$ cat config.mk
export PLATFORM = sky130hd
export DESIGN_NAME = vscale_hazard_unit_flat
export DESIGN_NICKNAME = d
export VERILOG_FILES = /design/src/rtl/vscale_hazard_unit_pkg.sv /design/src/rtl/vscale_hazard_unit_if.sv /design/src/rtl/vscale_rd_fifo.sv /design/src/rtl/vscale_hazard_unit.sv /design/src/flat_wrapper.sv
export SDC_FILE = /design/constraint.sdc
export NUM_CORES = 1
export LEC_CHECK = 0
export ABC_AREA = 0
export CORE_MARGIN = 2
export CORE_UTILIZATION = 58
export CTS_BUF_LIST = sky130_fd_sc_hd__clkbuf_8 sky130_fd_sc_hd__clkbuf_16
export DETAILED_ROUTE_END_ITERATION = 8
export HOLD_SLACK_MARGIN = 0.08
export PLACE_DENSITY = 0.81
export SLEW_MARGIN = 0
export SYNTH_ARGS = -nofsm -noshare
export SYNTH_HDL_FRONTEND = slang
export SYNTH_SLANG_ARGS = --single-unit
export TNS_END_PERCENT = 50
$ cat constraint.sdc
create_clock -name clk -period 5.5 [get_ports clk]
set_clock_uncertainty 0.1 [all_clocks]
set_input_delay 1.65 -clock clk [delete_from_list [all_inputs] [get_ports clk]]
set_output_delay 1.65 -clock clk [all_outputs]
set_load 0.03 [all_outputs]
$ cat src/rtl/vscale_hazard_unit_pkg.sv
// rtl/vscale_hazard_unit_pkg.sv - shared constants and types for the vscale hazard unit
package vscale_hazard_unit_pkg;

  localparam int REG_ADDR_W          = 5;
  localparam int STAGES_DEFAULT      = 2;
  localparam int MAX_PENDING_DEFAULT = 2;

  // Bypass select encoding: 0 = regfile, k + STAGE_OFFSET = stage k, STAGES + LL_OFFSET = ll response
  localparam int BYPASS_SEL_REGFILE   = 0;
  localparam int BYPASS_SEL_STAGE_OFS = 0;
  localparam int BYPASS_SEL_LL_OFS    = 1;

  typedef struct packed {
    logic                  valid;
    logic [REG_ADDR_W-1:0] rd;
    logic                  wr;
  } stage_t;

endpackage

$ cat src/rtl/vscale_hazard_unit_if.sv
// rtl/vscale_hazard_unit_if.sv - DX/long-latency handshake between pipeline control and hazard unit
interface vscale_hazard_unit_if
  import vscale_hazard_unit_pkg::*;
#(
  parameter int STAGES      = STAGES_DEFAULT,
  parameter int MAX_PENDING = MAX_PENDING_DEFAULT,
  parameter int SEL_W       = $clog2(STAGES + 2),
  parameter int CNT_W       = $clog2(MAX_PENDING + 1)
);

  logic                  dx_valid;
  logic [REG_ADDR_W-1:0] dx_rs1_addr;
  logic [REG_ADDR_W-1:0] dx_rs2_addr;
  logic                  dx_uses_rs1;
  logic                  dx_uses_rs2;
  logic [REG_ADDR_W-1:0] dx_rd_addr;
  logic                  dx_wr_reg;
  logic                  dx_long;
  logic                  pipe_advance;
  logic                  flush;
  logic                  ll_resp_valid;

  logic                  issue;
  logic                  stall_DX;
  logic [SEL_W-1:0]      bypass_sel_rs1;
  logic [SEL_W-1:0]      bypass_sel_rs2;
  logic [REG_ADDR_W-1:0] ll_resp_rd;
  logic [CNT_W-1:0]      pending_count;
  logic                  ll_underflow;

  modport master (
    output dx_valid, dx_rs1_addr, dx_rs2_addr, dx_uses_rs1, dx_uses_rs2,
           dx_rd_addr, dx_wr_reg, dx_long, pipe_advance, flush, ll_resp_valid,
    input  issue, stall_DX, bypass_sel_rs1, bypass_sel_rs2, ll_resp_rd,
           pending_count, ll_underflow
  );

  modport slave (
    input  dx_valid, dx_rs1_addr, dx_rs2_addr, dx_uses_rs1, dx_uses_rs2,
           dx_rd_addr, dx_wr_reg, dx_long, pipe_advance, flush, ll_resp_valid,
    output issue, stall_DX, bypass_sel_rs1, bypass_sel_rs2, ll_resp_rd,
           pending_count, ll_underflow
  );

endinterface

$ cat src/rtl/vscale_rd_fifo.sv
// rtl/vscale_rd_fifo.sv - in-order destination-tag FIFO for outstanding long-latency ops
module vscale_rd_fifo
  import vscale_hazard_unit_pkg::*;
#(
  parameter int DEPTH = MAX_PENDING_DEFAULT,
  parameter int CNT_W = $clog2(DEPTH + 1)
) (
  input  logic                  clk,
  input  logic                  reset,
  input  logic                  push_i,
  input  logic [REG_ADDR_W-1:0] push_data_i,
  input  logic                  pop_i,
  output logic [REG_ADDR_W-1:0] head_o,
  output logic                  full_o,
  output logic                  empty_o,
  output logic [CNT_W-1:0]      count_o
);

  localparam int PTR_W = (DEPTH > 1) ? $clog2(DEPTH) : 1;

  logic [REG_ADDR_W-1:0] mem_q [DEPTH];
  logic [PTR_W-1:0]      wr_ptr_q, rd_ptr_q;
  logic [CNT_W-1:0]      count_q;
  logic                  do_push, do_pop;

  function automatic logic [PTR_W-1:0] next_ptr(input logic [PTR_W-1:0] p);
    return (p == PTR_W'(DEPTH - 1)) ? '0 : p + 1'b1;
  endfunction

  assign empty_o = (count_q == '0);
  assign full_o  = (count_q == CNT_W'(DEPTH));
  assign count_o = count_q;
  assign head_o  = mem_q[rd_ptr_q];

  // A push into a full FIFO is legal only when the head leaves in the same cycle
  assign do_pop  = pop_i && !empty_o;
  assign do_push = push_i && (!full_o || do_pop);

  always_ff @(posedge clk) begin
    if (do_push) mem_q[wr_ptr_q] <= push_data_i;
  end

  always_ff @(posedge clk) begin
    if (reset) begin
      wr_ptr_q <= '0;
      rd_ptr_q <= '0;
      count_q  <= '0;
    end else begin
      if (do_push) wr_ptr_q <= next_ptr(wr_ptr_q);
      if (do_pop)  rd_ptr_q <= next_ptr(rd_ptr_q);
      case ({do_push, do_pop})
        2'b10:   count_q <= count_q + 1'b1;
        2'b01:   count_q <= count_q - 1'b1;
        default: count_q <= count_q;
      endcase
    end
  end

endmodule

$ cat src/rtl/vscale_hazard_unit.sv
// rtl/vscale_hazard_unit.sv - DX issue/stall, operand bypass and long-op scoreboard for vscale
module vscale_hazard_unit
  import vscale_hazard_unit_pkg::*;
#(
  parameter int STAGES      = STAGES_DEFAULT,
  parameter int MAX_PENDING = MAX_PENDING_DEFAULT,
  parameter int SEL_W       = $clog2(STAGES + 2),
  parameter int CNT_W       = $clog2(MAX_PENDING + 1)
) (
  input logic                 clk,
  input logic                 reset,
  vscale_hazard_unit_if.slave hz
);

  stage_t                stage_q [1:STAGES];
  logic [31:0]           sb_q, sb_d;
  logic                  underflow_q;

  logic [REG_ADDR_W-1:0] ll_head;
  logic                  fifo_full, fifo_empty;
  logic [CNT_W-1:0]      fifo_count;
  logic                  ll_pop;
  logic                  raw1, raw2, waw, full_stall, hazard, issue_raw;

  vscale_rd_fifo #(
    .DEPTH (MAX_PENDING),
    .CNT_W (CNT_W)
  ) u_rd_fifo (
    .clk         (clk),
    .reset       (reset),
    .push_i      (issue_raw && hz.dx_long),
    .push_data_i (hz.dx_rd_addr),
    .pop_i       (hz.ll_resp_valid),
    .head_o      (ll_head),
    .full_o      (fifo_full),
    .empty_o     (fifo_empty),
    .count_o     (fifo_count)
  );

  assign ll_pop = hz.ll_resp_valid && !fifo_empty;

  // The completing op's result is on the response bus this cycle, so it no longer blocks readers
  function automatic logic raw_pend(input logic uses, input logic [REG_ADDR_W-1:0] rs);
    return uses && (rs != '0) && sb_q[rs] && !(ll_pop && (ll_head == rs));
  endfunction

  function automatic logic [SEL_W-1:0] bypass_for(input logic uses,
                                                  input logic [REG_ADDR_W-1:0] rs);
    logic [SEL_W-1:0] sel;
    sel = SEL_W'(BYPASS_SEL_REGFILE);
    if (uses && (rs != '0)) begin
      for (int k = STAGES; k >= 1; k--) begin
        if (stage_q[k].valid && stage_q[k].wr && (stage_q[k].rd == rs))
          sel = SEL_W'(k + BYPASS_SEL_STAGE_OFS);
      end
      if (ll_pop && (ll_head == rs)) sel = SEL_W'(STAGES + BYPASS_SEL_LL_OFS);
    end
    return sel;
  endfunction

  assign raw1       = raw_pend(hz.dx_uses_rs1, hz.dx_rs1_addr);
  assign raw2       = raw_pend(hz.dx_uses_rs2, hz.dx_rs2_addr);
  assign waw        = hz.dx_wr_reg && (hz.dx_rd_addr != '0) && sb_q[hz.dx_rd_addr];
  assign full_stall = hz.dx_long && fifo_full && !hz.ll_resp_valid;
  assign hazard     = hz.dx_valid && (raw1 || raw2 || waw || full_stall);
  assign issue_raw  = hz.dx_valid && !hz.flush && !hazard && hz.pipe_advance;

  assign hz.issue          = issue_raw && !reset;
  assign hz.stall_DX       = !hz.flush && (hazard || !hz.pipe_advance);
  assign hz.bypass_sel_rs1 = reset ? '0 : bypass_for(hz.dx_uses_rs1, hz.dx_rs1_addr);
  assign hz.bypass_sel_rs2 = reset ? '0 : bypass_for(hz.dx_uses_rs2, hz.dx_rs2_addr);
  assign hz.ll_resp_rd     = ll_head;
  assign hz.pending_count  = fifo_count;
  assign hz.ll_underflow   = underflow_q;

  always_comb begin
    sb_d = sb_q;
    if (ll_pop) sb_d[ll_head] = 1'b0;
    if (issue_raw && hz.dx_long && hz.dx_wr_reg && (hz.dx_rd_addr != '0))
      sb_d[hz.dx_rd_addr] = 1'b1;
    sb_d[0] = 1'b0;
  end

  always_ff @(posedge clk) begin
    if (reset) begin
      sb_q        <= '0;
      underflow_q <= 1'b0;
    end else begin
      sb_q        <= sb_d;
      underflow_q <= hz.ll_resp_valid && fifo_empty;
    end
  end

  // Long-op results come back through the response bus, never through the stage bypass
  always_ff @(posedge clk) begin
    if (reset) begin
      for (int k = 1; k <= STAGES; k++) stage_q[k] <= '0;
    end else if (hz.pipe_advance) begin
      stage_q[1] <= issue_raw
                    ? '{valid: 1'b1, rd: hz.dx_rd_addr,
                        wr: hz.dx_wr_reg && !hz.dx_long && (hz.dx_rd_addr != '0)}
                    : '0;
      for (int k = 2; k <= STAGES; k++) stage_q[k] <= stage_q[k-1];
    end
  end

endmodule
$ cat src/flat_wrapper.sv
// flat-port wrapper written by rule: the top's interface ports become plain ports
module vscale_hazard_unit_flat import vscale_hazard_unit_pkg::*;
#(
  parameter int STAGES      = STAGES_DEFAULT,
  parameter int MAX_PENDING = MAX_PENDING_DEFAULT,
  parameter int SEL_W       = $clog2(STAGES + 2),
  parameter int CNT_W       = $clog2(MAX_PENDING + 1)
)
  (clk, reset, hz_dx_valid, hz_dx_rs1_addr, hz_dx_rs2_addr, hz_dx_uses_rs1, hz_dx_uses_rs2, hz_dx_rd_addr, hz_dx_wr_reg, hz_dx_long, hz_pipe_advance, hz_flush, hz_ll_resp_valid, hz_issue, hz_stall_DX, hz_bypass_sel_rs1, hz_bypass_sel_rs2, hz_ll_resp_rd, hz_pending_count, hz_ll_underflow);
  vscale_hazard_unit_if #(.STAGES(STAGES), .MAX_PENDING(MAX_PENDING), .SEL_W(SEL_W), .CNT_W(CNT_W)) hz_i ();
  input logic clk;
  input logic reset;
  input wire logic [$bits(hz_i.dx_valid)-1:0] hz_dx_valid;
  input wire logic [$bits(hz_i.dx_rs1_addr)-1:0] hz_dx_rs1_addr;
  input wire logic [$bits(hz_i.dx_rs2_addr)-1:0] hz_dx_rs2_addr;
  input wire logic [$bits(hz_i.dx_uses_rs1)-1:0] hz_dx_uses_rs1;
  input wire logic [$bits(hz_i.dx_uses_rs2)-1:0] hz_dx_uses_rs2;
  input wire logic [$bits(hz_i.dx_rd_addr)-1:0] hz_dx_rd_addr;
  input wire logic [$bits(hz_i.dx_wr_reg)-1:0] hz_dx_wr_reg;
  input wire logic [$bits(hz_i.dx_long)-1:0] hz_dx_long;
  input wire logic [$bits(hz_i.pipe_advance)-1:0] hz_pipe_advance;
  input wire logic [$bits(hz_i.flush)-1:0] hz_flush;
  input wire logic [$bits(hz_i.ll_resp_valid)-1:0] hz_ll_resp_valid;
  output wire logic [$bits(hz_i.issue)-1:0] hz_issue;
  output wire logic [$bits(hz_i.stall_DX)-1:0] hz_stall_DX;
  output wire logic [$bits(hz_i.bypass_sel_rs1)-1:0] hz_bypass_sel_rs1;
  output wire logic [$bits(hz_i.bypass_sel_rs2)-1:0] hz_bypass_sel_rs2;
  output wire logic [$bits(hz_i.ll_resp_rd)-1:0] hz_ll_resp_rd;
  output wire logic [$bits(hz_i.pending_count)-1:0] hz_pending_count;
  output wire logic [$bits(hz_i.ll_underflow)-1:0] hz_ll_underflow;
  assign hz_i.dx_valid = hz_dx_valid;
  assign hz_i.dx_rs1_addr = hz_dx_rs1_addr;
  assign hz_i.dx_rs2_addr = hz_dx_rs2_addr;
  assign hz_i.dx_uses_rs1 = hz_dx_uses_rs1;
  assign hz_i.dx_uses_rs2 = hz_dx_uses_rs2;
  assign hz_i.dx_rd_addr = hz_dx_rd_addr;
  assign hz_i.dx_wr_reg = hz_dx_wr_reg;
  assign hz_i.dx_long = hz_dx_long;
  assign hz_i.pipe_advance = hz_pipe_advance;
  assign hz_i.flush = hz_flush;
  assign hz_i.ll_resp_valid = hz_ll_resp_valid;
  assign hz_issue = hz_i.issue;
  assign hz_stall_DX = hz_i.stall_DX;
  assign hz_bypass_sel_rs1 = hz_i.bypass_sel_rs1;
  assign hz_bypass_sel_rs2 = hz_i.bypass_sel_rs2;
  assign hz_ll_resp_rd = hz_i.ll_resp_rd;
  assign hz_pending_count = hz_i.pending_count;
  assign hz_ll_underflow = hz_i.ll_underflow;
  vscale_hazard_unit #(.STAGES(STAGES), .MAX_PENDING(MAX_PENDING), .SEL_W(SEL_W), .CNT_W(CNT_W)) u_core (.clk(clk), .reset(reset), .hz(hz_i));
endmodule
==> Word level (Yosys, flattened, before mapping) <==
Memories as Yosys holds them, arrays and structs flattened. A register that Yosys moved wholly into a read port is not among the register bits.
Cells that the tools add are included.
W data, S select, Z words.
{ "totals": {"out_inout_bits": 14, "word_cells": 123, "inputBits": 25, "reg_bits": 37, "n_memories": 2, "ram_bits": 24} }
{ "mem_list": {"columns": ["name", "words", "word_bits", "rd", "rd_ports_with_merged_regs", "write_ports", "line_no", "source"], "rows": [
  ["u_core.stage_q", 2, 7, 2, 0, 2, "vscale_hazard_unit.sv:15", "stage_t stage_q [1:STAGES];"],
  ["u_core.u_rd_fifo.mem_q", 2, 5, 1, 1, 1, "vscale_rd_fifo.sv:21", "logic [REG_ADDR_W-1:0] mem_q [DEPTH];"]
]} }
{ "classes": {"eq_ne": 9, "magnitude_cmp": 6, "n_bitwise": 5, "n_mux": 37, "add_sub_neg": 4, "reduce_logical": 54} }
{ "op_table": {"columns": ["operator", "n"], "rows": [
  ["$mux W32", 2],
  ["$logic_and A1 B1 Y1", 34],
  ["$and A32 B32 Y32", 1],
  ["$not A32 Y32", 1],
  ["$or A32 B32 Y32", 1],
  ["$eq A5 B5 Y1", 6],
  ["$lt A5 B6 Y1 const B", 4],
  ["$mux W7", 3],
  ["$mux W2", 10],
  ["$mux W1", 16],
  ["$bmux W1 S5", 3],
  ["$reduce_bool A5 Y1", 3],
  ["$demux W1 S5", 2],
  ["$ge A5 B1 Y1 const B", 2],
  ["$logic_not A1 Y1", 10],
  ["$logic_or A1 B1 Y1", 5],
  ["$eq A2 B2 Y1 const B", 2],
  ["$pmux W2 S2", 1],
  ["$add A1 B1 Y1 const B", 2],
  ["$add A2 B1 Y2 const B", 1],
  ["$eq A2 B1 Y1 const B", 1],
  ["$logic_not A2 Y1", 1],
  ["$or A1 B1 Y1", 2],
  ["$reduce_bool A2 Y1", 1],
  ["$sub A2 B1 Y2 const B", 1]
]} }

==> Depth between registers and ports, before layout <==
Gate-level depths: netlist of the first run.
{ "depth": {"word_depth": 17, "ltp_mapped": 13, "mapped_depth_nobuf": 10} }

==> Modules after synthesis <==
From an unflattened synthesis of the first run, not the netlist that was laid out.
{ "unflattened": {"cells_unflattened": 425, "area_unflattened_um2": 4140.2} }
{ "by_module_without_submodules": {"columns": ["module", "area_each_um2", "cells_per_inst", "n_inst"], "rows": [
  ["vscale_hazard_unit", 3530.9, 383, 1],
  ["vscale_rd_fifo", 609.3, 42, 1]
]} }

==> Worst setup path after synthesis of the first run <==
OpenSTA, ideal clock, no wires.
{ "synth_timing": {"kind": "input -> output", "startpoint": "input port hz_dx_rd_addr[4]", "endpoint": "output port hz_stall_DX", "required_ps": 3750, "arrival_ps": 3593, "n_path_buf": 2, "setup_slack_ps": 157, "cell_stages": 8, "cell_sequence": "buf_2 -> or3b_1 -> buf_2 -> o31ai_1 -> a31oi_1 -> a21boi_0 -> a32o_2 -> a41oi_1"} }
{ "synth_between": {"elab_chain_cells": 8} }
{ "synth_lines": {"columns": ["element", "line_no", "source"], "rows": [
  ["from (decl)", "flat_wrapper.sv:18", "input wire logic [$bits(hz_i.dx_rd_addr)-1:0] hz_dx_rd_addr;"],
  ["$bmux W1 S5 / $reduce_bool A5 Y1 (equally long branches)", "vscale_hazard_unit.sv:63", "assign waw = hz.dx_wr_reg && (hz.dx_rd_addr != '0) && sb_q[hz.dx_rd_addr];"],
  ["$mux W1 (implied by the code) / $logic_and A1 B1 Y1 (equally long branches)", "vscale_hazard_unit.sv:63", null],
  ["$logic_and A1 B1 Y1 (*)", "vscale_hazard_unit.sv:63", null],
  ["$logic_or A1 B1 Y1 (*) (2 in series)", "vscale_hazard_unit.sv:65", "assign hazard = hz.dx_valid && (raw1 || raw2 || waw || full_stall);"],
  ["$logic_and A1 B1 Y1 (*)", "vscale_hazard_unit.sv:65", null],
  ["$logic_or A1 B1 Y1 (*)", "vscale_hazard_unit.sv:69", "assign hz.stall_DX = !hz.flush && (hazard || !hz.pipe_advance);"],
  ["$logic_and A1 B1 Y1 (*)", "vscale_hazard_unit.sv:69", null],
  ["to (decl)", "flat_wrapper.sv:25", "output wire logic [$bits(hz_i.stall_DX)-1:0] hz_stall_DX;"]
]} }
Every way passes the cells marked *; elsewhere a longest branch is shown, timed or not. The select of a mux whose other input is x is not followed.

==> Worst setup path in the final report of the first run <==
{ "layout_timing": {"startpoint": "input port hz_dx_rs2_addr[0]", "endpoint": "output port hz_issue"} }
{ "layout_between": {"elab_chain_cells": 12} }
{ "layout_lines": {"columns": ["element", "line_no", "source"], "rows": [
  ["from (decl)", "flat_wrapper.sv:15", "input wire logic [$bits(hz_i.dx_rs2_addr)-1:0] hz_dx_rs2_addr;"],
  ["$bmux W1 S5 (tied with other cells)", "vscale_hazard_unit.sv:44", "return uses && (rs != '0) && sb_q[rs] && !(ll_pop && (ll_head == rs));"],
  ["$mux W1 (implied by the code) / $logic_and A1 B1 Y1 (equally long branches)", "vscale_hazard_unit.sv:44", null],
  ["$logic_and A1 B1 Y1 / $logic_not A1 Y1 (equally long branches)", "vscale_hazard_unit.sv:44", null],
  ["$logic_and A1 B1 Y1 (*)", "vscale_hazard_unit.sv:44", null],
  ["$logic_or A1 B1 Y1 (*) (3 in series)", "vscale_hazard_unit.sv:65", null],
  ["$logic_and A1 B1 Y1 (*)", "vscale_hazard_unit.sv:65", null],
  ["$logic_not A1 Y1 (*)", "vscale_hazard_unit.sv:66", "assign issue_raw = hz.dx_valid && !hz.flush && !hazard && hz.pipe_advance;"],
  ["$logic_and A1 B1 Y1 (*) (2 in series)", "vscale_hazard_unit.sv:66", null],
  ["$logic_and A1 B1 Y1 (*)", "vscale_hazard_unit.sv:68", "assign hz.issue = issue_raw && !reset;"],
  ["to (decl)", "flat_wrapper.sv:24", "output wire logic [$bits(hz_i.issue)-1:0] hz_issue;"]
]} }
Marks and branches as above.

==> impl_summary.txt, run 1 <==
----------------------------------------------------
[Run status]
  Status ... completed

[STA]
  Highest achievable clock rate ... approximately 0.18 GHz
  Final Hold Violating Endpoints ... 0
  Minimum period implied by the final worst setup slack ... ~5500 ps
  Final count of pins violating max slew ... 0
  Least-Margin Pin Slew ... between 1000 and 1500 ps
  Final setup viols ... 0
  Hold Slack ... ~430 ps
  Part of the cycle the worst path needs ... 0.997
  Max transition margin ... 0.148
  RSZ-0062 raised after global routing ... true

[Power]
  Leakage power summed over all cells ... roughly 0.0018 µW
  Post-layout total power ... 1040 µW
  Maximum resistive drop on vdd ... 0.000116 V
  Power density over cell area ... 211 nW/µm²

[Setup path]
  Maximum fanout encountered on the critical timing path ... 4
  Worst setup EP type ... primary output
  Category of the most critical setup path ... input pin to primary output
  Crit path cell chain ... clkdlybuf4s50_1 -> buf_4 -> mux4_2 -> o22ai_1 -> a21oi_1 -> nand4_2 -> and4b_1 -> buf_6
  Endpoint required time on the critical path ... approximately 3800 ps
  Kind of launch point of the worst setup path ... input pin
  Worst Reg-to-Reg Cells ... 11
  Worst path slowest cell ... clkdlybuf4s50_1
  Start point of the critical path ... hz_dx_rs2_addr[0]
  CP peak stage delay ... between 500 and 600 ps
  Data arrival at the endpoint of the critical path ... roughly 3700 ps

[Layout]
  N_diodes ... 0
  Area growth from synthesis to layout ... 21.6%
  Share of final-layout standard cells stronger than drive strength 1 ... 0.226
  Final #Nets ... 481

[Placed design]
  Half-perimeter wire length after detailed placement ... between 8000 and 9000 µm
  GPL Wtd Cong ... 1.05
  Count of input and output buffers ... 38

[Routing]
  Routed length per instance ... about 21 µm
  DR vias/cell ... roughly 6.5
  DRC errors left ... 0
  Detailed Route WL ... approximately 12000 µm
  Iteration-0 DRC Markers ... around 450
  First-pass iteration count of the detailed router ... 5
  Vias after detailed routing ... about 3600
  ANT nets after route ... 0

[CTS]
  Clock slew at reported path FFs ... approximately 60 ps
  Clk root buf ... clkbuf_8
  Clock tree buffer depth ... 2
  Clock tree from TritonCTS ... yes
  Clock latency reported for the late side of the worst-skew pair ... around 340 ps
  Post-CTS Hold Fix Bufs ... 0
  TritonCTS sink count ... slightly above 60
  CTS H-tree depth ... 3
  Number of CTS-inserted buffers ... 9

[Job]
  Total of max-cap violations ... 0

[Synth]
  Number of flops mapped to enable cells by yosys ... 24
  Number of unique standard cell types used by synthesis ... between 60 and 70
  Share of Yosys cell area claimed by the top area cell type ... 0.182
  Sequential share of the synthesized area ... 0.359
  Syn nets ... 420
  Most common flop cell mapped by yosys ... dfxtp_1
  Number of cells produced by synthesis ... 394
  Warning count from the yosys run ... 0
  Top post-synthesis cells by area ... dfxtp_1 (18%), edfxtp_1 (18%), nand3b_1 (6.8%)
  Share of flip-flops with an asynchronous set or reset ... 0
  Cell taking the most area after synthesis ... dfxtp_1
  Synth top cells by count ... dfxtp_1 (37), nand3b_1 (37), nand2_1 (34)
  Seq cells post-synth ... between 60 and 70
  Avg Inst Size Synth ... 10.3 µm²
  Netlist area before placement ... 4070 µm²

[Worst hold path]
  Cells on Worst Hold Path ... 2
  HP Class ... register to register
  Hold path startpoint ... u_core.sb_q[31]

[GRT]
  Initial antenna violation count ... 0
  Via count of the first global-routing pass ... between 3000 and 4000
  Total global-route track usage ... 0.325
  Largest net degree at the start of global routing ... 45
  First-pass GRT wire length ... roughly 19000 µm
  Remaining global-route overflow ... 0

[Floorplan]
  FP Rows ... 30
  Die area ... between 7000 and 8000 µm²
  Starting density of the core ... 0.598
  Horizontal die dimension ... roughly 88 µm
  Die height ... 87.7 µm
  Core box area ... 6790 µm²
  Number of top-level design ports ... 39

----------------------------------------------------
-- placed cells by master, fill, tap and decap left out, types with 3 or more instances in the layout --
cell type and count:
nand3_1 8, o31ai_1 27, nand2_1 34, a31oi_1 3, clkbuf_8 10, clkdlybuf4s50_1 25, edfxtp_1 24, and2_1 12
dlygate4sd2_1 4, nand3b_1 37, nor2_1 16, xnor2_1 16, mux2i_4 4, o31ai_2 7, dfxtp_1 37, mux2i_1 21
nand4_1 7, o21ai_0 4, xor2_1 17, buf_6 6, o22ai_1 4, a211oi_1 4, nor4_1 5, buf_4 43
inv_1 12, or4_1 3, mux4_2 12, nor3_1 7
-- flip-flops by register name (all words and copies together) (netlist names), named ones only --
signal	flops
u_core.hz.ll_underflow	1
u_core.stage_q	14
u_core.u_rd_fifo.wr_ptr_q	1
u_core.u_rd_fifo.rd_ptr_q	1
u_core.u_rd_fifo.mem_q	10
u_core.u_rd_fifo.count_o	2
u_core.sb_q	31
-- area by class of cell --
| cell class | instances | area [µm²] |
|---|---|---|
| multi-input combinational | 291 | 2420 |
| fill | 493 | 1850 |
| sequential | 61 | 1460 |
| timing repair buffer | 81 | 711 |
| clock buffer | 11 | 163 |
| tap | 96 | 120 |
| inverter | 11 | 41.3 |
| clock inverter | 5 | 23.8 |
-- per-stage QoR --
step                      instances  TNS, ps  setup WS [ps]  utilization  instance area (µm²)
after global routing            556    -82.8          -74.5        0.727                 4940
after detailed placement        538     -381           -223        0.685                 4660
after floorplan                 394        0            157            -                 4070
after CTS                       556    -3.56          -3.56        0.722                 4900
after global placement          538     -263           -162        0.685                 4660
final                           556        0           18.8        0.727                 4940
-- report_power, final --
part           switching [µW]  total (µW)  internal (µW)  leakage (µW)
Clock                     176         374            198     0.0000967
Combinational            97.3         180           82.8       0.00113
Sequential               10.4         490            480      0.000542
-- critical path, delay by kind of cell --
family          cells  cell delay [ps]
compound gates      2              320
buf+inv             3              860
mux                 1              530
simple gates        2              380
-- final timing paths --
path,endpoint,slack (ps)
max reg2reg,u_core.u_rd_fifo.count_o[1],2180
min reg2reg,u_core.sb_q[31],430
min,u_core.sb_q[31],430
max,hz_issue,20
-- cell families after synthesis --
family / count (synthesis) / synth area share
buffers and inverters: 42 / 0.0600
xor gates and xnor gates: 33 / 0.0711
and+or+nand+nor: 151 / 0.222
DFF: 61 / 0.359
muxes: 43 / 0.163
adders and majority gates: 1 / 0.00308
AOI/OAI and AO/OA: 63 / 0.121
-- metal layers --
layer / wire (µm) / track usage
met1: 4430 / 0.416
met2: 5420 / 0.510
met3: 1330 / 0.0999
met4: 491 / 0.138
met5: 0 / 0
-- what timing repair did --
item / in CTS / in global routing
endpoints found under the setup margin: 2 / 2
resized for setup: 20 / 10
pin swaps: 5 / 4
endpoints found under the hold margin: 0 / 0
buffers inserted: 2 / 0
Power figures use the tool's default switching activity.
==> run 2: changes to the inputs <==
CTS_BUF_LIST = sky130_fd_sc_hd__clkbuf_16   (was sky130_fd_sc_hd__clkbuf_8 sky130_fd_sc_hd__clkbuf_16)
CTS_CLUSTER_DIAMETER = 100   (was not set)
==> run 2 against run 1 <==
Against the previous run:
- non-clock buffer count grew 1
- critical path depth is the same
- register-to-register slack lost 20 ps
- critical endpoint is now hz_stall_DX
- utilization grew 1.1 points
- largest cell class unchanged
- clock-buffer cell count shrank 1
- total power grew 14%
==> impl_summary.txt, run 2 (synthesis gave the netlist of run 1 again) <==
----------------------------------------------------
[CTS]
  Clock tree from TritonCTS ... yes
  Clock latency reported for the late side of the worst-skew pair ... 330 ps (about the same)
  Clock tree buffer depth ... 2 (unchanged)
  CTS H-tree depth ... 3 (unchanged)
  TritonCTS sink count ... 61 (unchanged)
  Number of CTS-inserted buffers ... 9 (unchanged)
  Clk root buf ... clkbuf_16
  Clock slew at reported path FFs ... 50 ps (about the same)

[Setup path]
  Data arrival at the endpoint of the critical path ... 3690 ps (-40 ps)
  Maximum fanout encountered on the critical timing path ... 4 (unchanged)
  Category of the most critical setup path ... input pin to primary output
  Kind of launch point of the worst setup path ... input pin
  Start point of the critical path ... hz_ll_resp_valid
  Endpoint required time on the critical path ... 3750 ps (about the same)
  Worst setup EP type ... primary output

[GRT]
  Via count of the first global-routing pass ... 3548 (+1.3%)
  First-pass GRT wire length ... 18900 µm (+1.5%)
  Initial antenna violation count ... 0 (unchanged)
  Largest net degree at the start of global routing ... 45 (unchanged)
  Remaining global-route overflow ... 0 (unchanged)
  Total global-route track usage ... 0.330 (+0.00562)

[STA]
  Highest achievable clock rate ... 0.184 GHz (+0.67%)
  Max transition margin ... 0.113 (-0.0343)
  RSZ-0062 raised after global routing ... true
  Final Hold Violating Endpoints ... 0 (unchanged)
  Minimum period implied by the final worst setup slack ... 5440 ps (-36.4 ps)
  Final setup viols ... 0 (unchanged)
  Final count of pins violating max slew ... 0 (unchanged)
  Least-Margin Pin Slew ... 1320 ps (+51.1 ps)
  Part of the cycle the worst path needs ... 0.990 (-0.00662)

[Layout]
  Share of final-layout standard cells stronger than drive strength 1 ... 0.226 (-0.000490)
  Area growth from synthesis to layout ... 23.4%
  Max FFs per register ... 31 (unchanged)
  Filler cell count in the final layout ... 474 (-3.9%)
  Top library cells by usage in the layout, fill and taps aside ... buf_4 (44), nand3b_1 (37), dfxtp_1 (37)
  Finished Layout Cells ... 557 (+0.18%)
  N_diodes ... 0 (unchanged)
  Final Instance Area ... 5020 µm² (+1.5%)
  Largest registers ... u_core.sb_q x31, u_core.stage_q x14, u_core.u_rd_fifo.mem_q x10
  Commonest non-fill, non-tap cell in the layout ... buf_4
  Register bank with the most flops ... u_core.sb_q
  Final #Nets ... 482 (+0.21%)

[Routing]
  Iteration-0 DRC Markers ... 402 (-10%)
  Routed length per instance ... 21.6 µm (+3.1%)
  Vias after detailed routing ... 3693 (+2.6%)
  ANT nets after route ... 0 (unchanged)
  First-pass iteration count of the detailed router ... 5 (unchanged)
  Detailed Route WL ... 12100 µm (+3.2%)
  DR vias/cell ... 6.63 (+2.4%)
  DRC errors left ... 0 (unchanged)

[Floorplan]
  Die area ... 7690 µm² (unchanged)
  Die height ... 87.7 µm (unchanged)
  Number of top-level design ports ... 39 (unchanged)
  Horizontal die dimension ... 87.7 µm (unchanged)
  Starting density of the core ... 0.598 (unchanged)
  Core box area ... 6790 µm² (unchanged)
  FP Rows ... 30 (unchanged)

[Placed design]
  Cell Area, Placed ... 4660 µm² (unchanged)
  Half-perimeter wire length after detailed placement ... 8640 µm (unchanged)
  GPL Wtd Cong ... 1.05 (unchanged)
  Count of input and output buffers ... 38 (unchanged)
  Placed insts ... 538 (unchanged)

[Job]
  Total of max-cap violations ... 0 (unchanged)

[Worst hold path]
  Hold path startpoint ... u_core.sb_q[31]
  HP Class ... register to register

[Power]
  Maximum resistive drop on vdd ... 0.000145 V (+25%)
  Leakage power summed over all cells ... 0.00180 µW (+2.2%)
  Power density over cell area ... 237 nW/µm² (+12%)

[Run status]
  Status ... completed

----------------------------------------------------
-- run 2: path summary, 6_finish.rpt --
path / end / slack [ps] / depth (start not counted)
setup / recovery: hz_stall_DX / 60 / 8
hold / removal: u_core.sb_q[31] / 420 / 2
setup reg to reg: u_core.u_rd_fifo.count_o[1] / 2160 / 11
hold reg to reg: u_core.sb_q[31] / 420 / 2
-- run 2: layer usage --
| metal | vias up | GRT usage | wire length (µm) | share of wire |
|---|---|---|---|---|
| met3 | 62 | 0.0839 | 1260 | 0.10 |
| li1 | 1608 | - | - | - |
| met2 | 261 | 0.522 | 5500 | 0.46 |
| met5 | - | 0 | 0 | 0 |
| met4 | 0 | 0.169 | 637 | 0.053 |
| met1 | 1762 | 0.420 | 4660 | 0.39 |
-- run 2: report_power, final --
group / internal (µW) / switching, µW / total, µW / leakage [µW]
registers: 481 / 10.4 / 491 / 0.000542
logic: 81.9 / 97.9 / 180 / 0.00112
clock network: 324 / 195 / 520 / 0.000137
total: 887 / 304 / 1190 / 0.00180
-- run 2: metrics by stage --
stage                util  power, µW  setup WS, ps  hold WS [ps]  TNS [ps]
floorplan               -        603           157           377         0
global placement    0.685        666          -162           393      -263
detailed placement  0.685        671          -223           414      -381
CTS                 0.733       1190          3.51           421         0
global route        0.738       1220         -31.6           444     -40.3
finish              0.738       1190          55.2           424         0
-- run 2: repair_timing --
action / CTS / global route
hold endpoints to repair: 0 / 0
endpoints found under the setup margin: 2 / 2
pin swaps: 4 / 4
hold buffers: 0 / 0
gates resized for setup: 16 / 8
gates cloned: 1 / 0
buffers inserted: 1 / 1
-- run 2: critical path, stage by stage --
cell	delay, ps
clkdlybuf4s50_1	440
or4bb_4	580
o31ai_2	80
a31oi_1	50
a21boi_2	170
a32o_2	310
a41oi_1	220
buf_4	190
-- run 2: layout make-up --
type / instances / area, µm² / share of cell area
clock inverter: 6 / 27.5 / 0.00549
multi-input combinational: 291 / 2410 / 0.480
inverter: 11 / 41.3 / 0.00823
sequential: 61 / 1460 / 0.291
clock buffer: 10 / 250 / 0.0499
timing repair buffer: 82 / 708 / 0.141
tap: 96 / 120 / 0.0239
